File: src/rtl/alu_secuenciador_botones.sv
// Button-driven loader for the ALU: sync + debounce + rising-edge pulse per button, then an ordered A/B/opcode/execute FSM.
// Latency: a press is captured DEBOUNCE_CYCLES+2 edges after it is first sampled; no backpressure, out-of-order presses are dropped.
module alu_secuenciador_botones #(
  parameter int CANT_SWITCHES   = 4,
  parameter int CANT_BOTONES    = 4,
  parameter int DEBOUNCE_CYCLES = 1000000,
  parameter int ANCHO_CONTADOR  = 20
) (
  input  logic                     i_clock,
  input  logic                     i_reset,
  input  logic [CANT_SWITCHES-1:0] i_switch,
  input  logic [CANT_BOTONES-1:0]  i_botones,
  output logic [CANT_SWITCHES-1:0] o_dato_a,
  output logic [CANT_SWITCHES-1:0] o_dato_b,
  output logic [CANT_SWITCHES-1:0] o_opcode,
  output logic                     o_start,
  output logic [2:0]               o_estado
);

  localparam int BTN_A  = 0;
  localparam int BTN_B  = 1;
  localparam int BTN_OP = 2;
  localparam int BTN_EX = 3;

  localparam logic [ANCHO_CONTADOR-1:0] CNT_MAX = ANCHO_CONTADOR'(DEBOUNCE_CYCLES - 1);
  localparam logic [ANCHO_CONTADOR-1:0] CNT_UNO = ANCHO_CONTADOR'(1);

  typedef enum logic [2:0] {
    ESPERA_A  = 3'd0,
    ESPERA_B  = 3'd1,
    ESPERA_OP = 3'd2,
    LISTO     = 3'd3,
    MOSTRAR   = 3'd4
  } estado_t;

  logic [CANT_BOTONES-1:0]   sync_1;
  logic [CANT_BOTONES-1:0]   sync_2;
  logic [CANT_BOTONES-1:0]   estable;
  logic [CANT_BOTONES-1:0]   pulso;
  logic [ANCHO_CONTADOR-1:0] contador [CANT_BOTONES];

  estado_t                  estado;
  estado_t                  estado_sig;
  logic [CANT_SWITCHES-1:0] dato_a_q;
  logic [CANT_SWITCHES-1:0] dato_b_q;
  logic [CANT_SWITCHES-1:0] opcode_q;
  logic [CANT_SWITCHES-1:0] dato_a_sig;
  logic [CANT_SWITCHES-1:0] dato_b_sig;
  logic [CANT_SWITCHES-1:0] opcode_sig;
  logic                     start_q;
  logic                     start_sig;

  always_ff @(posedge i_clock or posedge i_reset) begin
    if (i_reset) begin
      sync_1 <= '0;
      sync_2 <= '0;
    end else begin
      sync_1 <= i_botones;
      sync_2 <= sync_1;
    end
  end

  // The counter only runs while the synced level disagrees with the accepted one;
  // any agreeing cycle restarts the stability window.
  always_ff @(posedge i_clock or posedge i_reset) begin
    if (i_reset) begin
      estable <= '0;
      pulso   <= '0;
      for (int i = 0; i < CANT_BOTONES; i++) begin
        contador[i] <= '0;
      end
    end else begin
      for (int i = 0; i < CANT_BOTONES; i++) begin
        pulso[i] <= 1'b0;
        if (sync_2[i] == estable[i]) begin
          contador[i] <= '0;
        end else if (contador[i] == CNT_MAX) begin
          estable[i]  <= sync_2[i];
          contador[i] <= '0;
          pulso[i]    <= sync_2[i];
        end else begin
          contador[i] <= contador[i] + CNT_UNO;
        end
      end
    end
  end

  always_ff @(posedge i_clock or posedge i_reset) begin
    if (i_reset) begin
      estado   <= ESPERA_A;
      dato_a_q <= '0;
      dato_b_q <= '0;
      opcode_q <= '0;
      start_q  <= 1'b0;
    end else begin
      estado   <= estado_sig;
      dato_a_q <= dato_a_sig;
      dato_b_q <= dato_b_sig;
      opcode_q <= opcode_sig;
      start_q  <= start_sig;
    end
  end

  always_comb begin
    estado_sig = estado;
    dato_a_sig = dato_a_q;
    dato_b_sig = dato_b_q;
    opcode_sig = opcode_q;
    start_sig  = 1'b0;
    case (estado)
      ESPERA_A: begin
        if (pulso[BTN_A]) begin
          dato_a_sig = i_switch;
          estado_sig = ESPERA_B;
        end
      end
      ESPERA_B: begin
        if (pulso[BTN_B]) begin
          dato_b_sig = i_switch;
          estado_sig = ESPERA_OP;
        end
      end
      ESPERA_OP: begin
        if (pulso[BTN_OP]) begin
          opcode_sig = i_switch;
          estado_sig = LISTO;
        end
      end
      LISTO: begin
        if (pulso[BTN_EX]) begin
          start_sig  = 1'b1;
          estado_sig = MOSTRAR;
        end
      end
      MOSTRAR: begin
        // A new operand A takes priority over a simultaneous re-execute.
        if (pulso[BTN_A]) begin
          dato_a_sig = i_switch;
          estado_sig = ESPERA_B;
        end else if (pulso[BTN_EX]) begin
          start_sig = 1'b1;
        end
      end
      default: begin
        estado_sig = ESPERA_A;
      end
    endcase
  end

  assign o_dato_a = dato_a_q;
  assign o_dato_b = dato_b_q;
  assign o_opcode = opcode_q;
  assign o_start  = start_q;
  assign o_estado = estado;

endmodule

File: config.mk
export PLATFORM = sky130hd
export DESIGN_NAME = alu_secuenciador_botones
export DESIGN_NICKNAME = d
export VERILOG_FILES = /design/src/rtl/alu_secuenciador_botones.sv
export SDC_FILE = /design/constraint.sdc
export NUM_CORES = 1
export LEC_CHECK = 0
export CELL_PAD_IN_SITES_DETAIL_PLACEMENT = 1
export CELL_PAD_IN_SITES_GLOBAL_PLACEMENT = 2
export CORE_UTILIZATION = 40
export DETAILED_ROUTE_END_ITERATION = 6
export PLACE_DENSITY = 0.81
export SYNTH_ARGS = -nofsm -noshare
export SYNTH_HDL_FRONTEND = slang
export SYNTH_SLANG_ARGS = --single-unit
File: constraint.sdc
create_clock -name i_clock -period 7.65 [get_ports i_clock]
set_input_delay 1.53 -clock i_clock [delete_from_list [all_inputs] [get_ports i_clock]]
set_output_delay 1.53 -clock i_clock [all_outputs]
set_load 0.01 [all_outputs]
==> results.md <==
- Status: finished clean
- Cell Chain, Critical Path: clkdlybuf4s50_1
- GRT busiest layer: met2
- Slew HR: 0.413
- Most used DFF post-synth: dfrtp_1
- Largest net degree at the start of global routing: 72
- Crit-path max FO: 9
- Share of flip-flops with an asynchronous set or reset: 1.00
- Critical path data required time: 6.12 ns
- # diodes: 0
- GR Util met1: 0.233
- Initial antenna violation count: 0
- WL per Instance: 15.1 um
- Port Buffer Count: 25
- Total Routing Usage GR: 0.174
- CP Class: reg2out
- Starting density of the core: 0.412
- Hold buffers post-CTS: 0
- Cell variety after synth: 48
- CTS Buf Count: 9
- Routed Antenna Nets: 0
- GRT Residual Overflow: 0
- Standard-cell row count: 41
- Max Transition Viols Final: 0
- Setup TNS: 0 ns
- Vias per cell: 5.28
- Post-Route WL: 10.5 mm
- Number of H-tree levels: 3
- Critical Path Max Stage Delay: 0.60 ns
- R2r startpoint: contador[16]$_DFF_PP0_
- CP arrival: 1.45 ns
- # IOs: 26
- DR vias: 3,684
- Grt met3 use: 0.0280
- Global-route wire length before repair: 18.3 mm
- Die area: 13,500 um2
- EDFF count, synth: 0
- Startpoint types: flop
- P&R area growth vs syn: 15.2%
- GRT met2 Usage: 0.282
- Crit path max-delay family: buffers and inverters
- Die height: 116 um
- Crit. End Element: output pin
- Overall power: 1.18 mW
- Post-Syn Nets: 508
- Post-Synthesis Cells: 494
- Nets@finish: 536
- Vias in the first global route: 3,799
- RSZ-0062 raised after global routing: no
- Routability cong.: 0.754
- Tightest Pin Transition: 0.881 ns
- Avg Inst Size Synth: 10.6 um2
- Final worst path period share: 0.389
- Hold Path Class: reg2reg
- Final Hold Viols: 0
- Seq/Total Area, Yosys: 0.537
- Number of remaining DRC errors: 0
- Critical-path top delay cell: clkdlybuf4s50_1
- Max Freq: 336 MHz
- DP HPWL: 7.26 mm
- DR iter-0 viols: 196
- First-pass DRT Iterations: 4
- Yosys reg bits: 112
- Post-CTS resize count: 0
- Hold path start: sync_1[0]$_DFF_PP0_
- P_leak: 2.43 nW
- CTS Root Cell: clkbuf_16
- Max Buffers Root-to-Sink: 2
- Synth warn: 0
- Fin crit period: 2.98 ns
- Num Clock Sinks: 112
- Core box area: 12,700 um2
- Register-to-register setup slack: 5.33 ns
- Max Clock Skew: 0.00939 ns
- Die X: 116 um
- Reg clk slew, reported paths: 0.07 ns
- Maximum vdd drop: 0.113 mV
- Setup bufs post-CTS: 0
- Clock latency on the worst-skew pair: 0.35 ns
- Cell Area, Synth: 5220 um2
- Number of max-cap violations: 0
- Share of cells above drive strength 1: 0.105
- Bufs and invs on worst path: 1
- Final setup vio count: 0
- CTS tree: built
- Power Density: 196 nW/um2
- Worst Setup SP: o_estado[1]$_DFFE_PP0P_
cell usage in the layout, fill, tap and decap left out, drive strengths merged, types with 2 or more instances in the layout:
cell type / n
or2: 5
nor3b: 2
or3: 11
inv: 18
nand2: 29
dfrtp: 112
and3: 5
nand4: 17
o31ai: 12
or4: 10
bufinv: 3
xor2: 18
mux2i: 2
clkdlybuf4s50: 25
ha: 4
and4: 2
nor2: 67
nor4b: 4
nand3: 24
nor2b: 3
a21oi: 18
and3b: 5
nor3: 18
o21ai: 10
mux2: 16
buf: 4
nor4: 17
clkbuf: 12
and2: 2
xnor2: 39
or4b: 4
worst paths after layout:
check | depth (start not counted) | to
hold / removal | 0 | sync_2[0]$_DFF_PP0_
hold reg to reg | 0 | sync_2[0]$_DFF_PP0_
setup / recovery | 1 | o_estado[1]
setup reg to reg | 5 | contador[7]$_DFF_PP0_
min in group asynchronous | 2 | sync_1[2]$_DFF_PP0_
max in group asynchronous | 3 | o_dato_b[3]$_DFFE_PP0P_
per-stage QoR:
stage                      util  instance area (um2)  hold WS (ns)  setup slack [ns]  instances
after floorplan               -                 5220         0.331              3.16        494
after global placement    0.448                 5680         0.331              4.33        683
final                     0.475                 6010         0.350              4.67        698
after CTS                 0.475                 6010         0.353              4.66        698
after detailed placement  0.448                 5680         0.338              4.29        683
after global routing      0.475                 6010         0.356              4.46        698
logic make-up after synthesis:
logic type | Yosys count | share of synthesized area
fa+ha+maj | 4 | 0.00959
buf+inv | 30 | 0.0240
compound gates | 45 | 0.0549
mux | 18 | 0.0383
simple gates | 228 | 0.241
xor+xnor | 57 | 0.0956
flops | 112 | 0.537
Yosys cell counts (13+ instances only):
| cell | count | share of area |
|---|---|---|
| nor2_1 | 67 | 0.048 |
| a21oi_1 | 18 | 0.017 |
| inv_1 | 18 | 0.013 |
| dfrtp_1 | 112 | 0.54 |
| nand3_1 | 23 | 0.022 |
| xnor2_1 | 39 | 0.065 |
| mux2_2 | 16 | 0.035 |
| nand4_1 | 13 | 0.016 |
| xor2_1 | 18 | 0.030 |
| nor4_1 | 16 | 0.019 |
| nand2_1 | 29 | 0.021 |
| nor3_1 | 18 | 0.017 |
layout make-up:
class	count	area (um2)
inverters	18	70.1
clock inverters	3	90.1
repair buffers	29	280
flip-flops and latches	112	2800
clock buffers	12	246
multi-input cells	352	2310
well taps	172	215
fillers	1419	6660
state kept, by name, indices dropped and copies added, names as in the netlist:
register  cells
pulso         4
o_dato_a      4
o_dato_b      4
sync_1        4
o_estado      3
estable       4
o_start       1
sync_2        4
contador     80
o_opcode      4
metal layers:
| metal | up-vias | share of wire |
|---|---|---|
| li1 | 1792 | - |
| met1 | 1842 | 0.49 |
| met2 | 37 | 0.47 |
| met3 | 13 | 0.023 |
| met4 | 0 | 0.016 |
| met5 | - | 0 |
power by group:
group | switching (mW) | leakage (nW) | internal (mW) | total, mW
Clock | 0.210 | 0.163 | 0.328 | 0.537
Combinational | 0.0257 | 0.731 | 0.0121 | 0.0377
Sequential | 0.00687 | 1.54 | 0.599 | 0.606
worst reg2reg max path, delay by kind of cell, from the launching register on:
family | cells | cell delay, ns
and+or+nand+nor | 3 | 0.89
AOI/OAI and AO/OA | 1 | 0.61
DFF | 1 | 0.40
buffers and inverters | 1 | 0.31
No activity file was read; power rests on OpenSTA's default activity.
==> edit, RTL diff (config.mk and constraints unchanged) <==
`CANT_SWITCHES`: 4 -> 5.
--- a/src/rtl/alu_secuenciador_botones.sv
+++ b/src/rtl/alu_secuenciador_botones.sv
@@ -3,3 +3,3 @@
 module alu_secuenciador_botones #(
-  parameter int CANT_SWITCHES   = 4,
+  parameter int CANT_SWITCHES   = 5,
   parameter int CANT_BOTONES    = 4,
Ports: changed (resized i_switch, o_dato_a, o_dato_b and o_opcode); port bits go from 26 to 30. The function was not compared with the original's and may differ.
==> edit against the unedited design <==
- worst setup slack worse by 0.11 ns
- synthesized area is 1.8% higher
- total power is 20% higher
- highest routed layer unchanged
- critical endpoint unchanged
- wire length is 14% higher
- final area is 6.4% higher
- sequential cell count is 3 higher
- count of clock-buffer cells in the layout is 14 higher
==> edit: results (changes against the unedited design) <==
[logic_synthesis]
netlist_top_cells_count = 115 x dfrtp_1, 68 x nor2_1, 36 x xnor2_1  ; was 112 x dfrtp_1, 67 x nor2_1, 39 x xnor2_1
ys_seq_area_share_pct = 54.2  ; was 53.7%
synthTopCellsByArea = dfrtp_1 54%, xnor2_1 5.9%, nor2_1 4.8%  ; was dfrtp_1 54%, xnor2_1 6.5%, nor2_1 4.8%
syn_nets = 526  ; was 508
synth_cells = 511  ; was 494
ys_types = 43  ; was 48

[clocking]
cts.reportedPaths.clkPinSlew_ns = 0.05  ; was 0.07 ns
h-tree-depth = 4  ; was 3
numCtsBuffers = 17  ; was 9
cts_resized = 0  ; unchanged
clk_path_buf_depth = 2  ; unchanged
clk_latency_ns = 0.41  ; was 0.35 ns

[final_layout]
largest_reg_flops = 80  ; unchanged
drive_gt1_share_pct = 12.1  ; was 10.5%
fillers = 1406  ; was 1419
nets = 565  ; was 536

[sta]
slew_headroom_pct = 25.1  ; was 41.3%
skew_ns = 0.00896  ; was 0.00939 ns

[detailed_routing]
via_count = 3917  ; was 3684
drt_iter0_markers = 204  ; was 196

[outcome]
status = complete, no violations  ; unchanged

[place]
gp_congestion = 0.764  ; was 0.754
place_area_um2 = 5820  ; was 5680 µm²
dp_hpwl_um = 7960  ; was 7260 µm
dp_cells = 703  ; was 683
portBuffers = 29  ; was 25

[global_routing]
antenna_found_initial = 0  ; unchanged
grt_max_degree = 66  ; was 72
grt_usage_pct = 19.7  ; was 17.4%
grt_pass1_vias = 4169  ; was 3799

[power]
p_leak_nw = 2.60  ; was 2.43 nW

[setup_path]
cp.arrival_ns = 1.56  ; was 1.45 ns

-- edit: cell count changes after synthesis, sizes merged, moves of 4 or more --
cell / before / now
o21ai: 10 / 17
o31ai: 12 / 5
clkbuf: 4 / 10
nand4: 17 / 23
or4: 10 / 5
buf: 8 / 4
or2: 5 / 1
-- edit: logic make-up (layout without fill, tap and decap cells) --
kind of cell	after synthesis	in the layout	synth area share, %
buffers and inverters	34	84	2.50
xor gates and xnor gates	56	56	9.23
and+or+nand+nor	235	235	23.9
AOI/OAI and AO/OA	47	47	5.06
DFF	115	115	54.2
adders and majority gates	4	4	0.942
muxes	20	20	4.21
-- edit: layer usage --
metal / routed length (µm) / up-vias / share of wire (%) / global-route usage, %
met4: 214 / 0 / 1.8 / 9.11
met3: 480 / 18 / 4.0 / 5.41
met1: 5510 / 1959 / 46 / 24.3
met2: 5790 / 59 / 48 / 32.0
met5: 0 / - / 0 / 0
li1: - / 1881 / - / -
-- edit: cell type report --
class                   instances  area (µm²)  share of cell area, %
flip-flops and latches        115        2880                   45.0
multi-input cells             362        2320                   36.3
clock buffers                  26         529                   8.27
repair buffers                 34         328                   5.13
well taps                     172         215                   3.36
inverters                      20        77.6                   1.21
clock inverters                 4        45.0                  0.704
-- edit: through the flow --
| stage | power [mW] | worst slack [ns] |
|---|---|---|
| 2_1_floorplan | 0.656 | 3.08 |
| 3_3_place_gp | 0.671 | 4.30 |
| 3_5_place_dp | 0.673 | 4.24 |
| 4_1_cts | 1.45 | 4.54 |
| 5_1_grt | 1.47 | 4.47 |
| 6_report | 1.42 | 4.56 |
-- edit: final timing paths --
path / start / slack, ns / cells after the start / endpoint
max: o_estado[1] / 4.56 / 1 / o_estado[1]
min: sync_1[1] / 0.35 / 0 / sync_2[1]
max reg2reg: contador[76] / 5.30 / 5 / contador[69]
min reg2reg: sync_1[1] / 0.35 / 0 / sync_2[1]
max in group asynchronous: i_reset / 4.77 / 3 / contador[35]
min in group asynchronous: i_reset / 1.58 / 2 / contador[15]
-- edit: report_power, final --
| part | total (mW) | switching (mW) | leakage [nW] | internal [mW] |
|---|---|---|---|---|
| logic | 0.0383 | 0.0258 | 0.735 | 0.0125 |
| clock network | 0.761 | 0.260 | 0.288 | 0.501 |
| registers | 0.624 | 0.00693 | 1.58 | 0.617 |
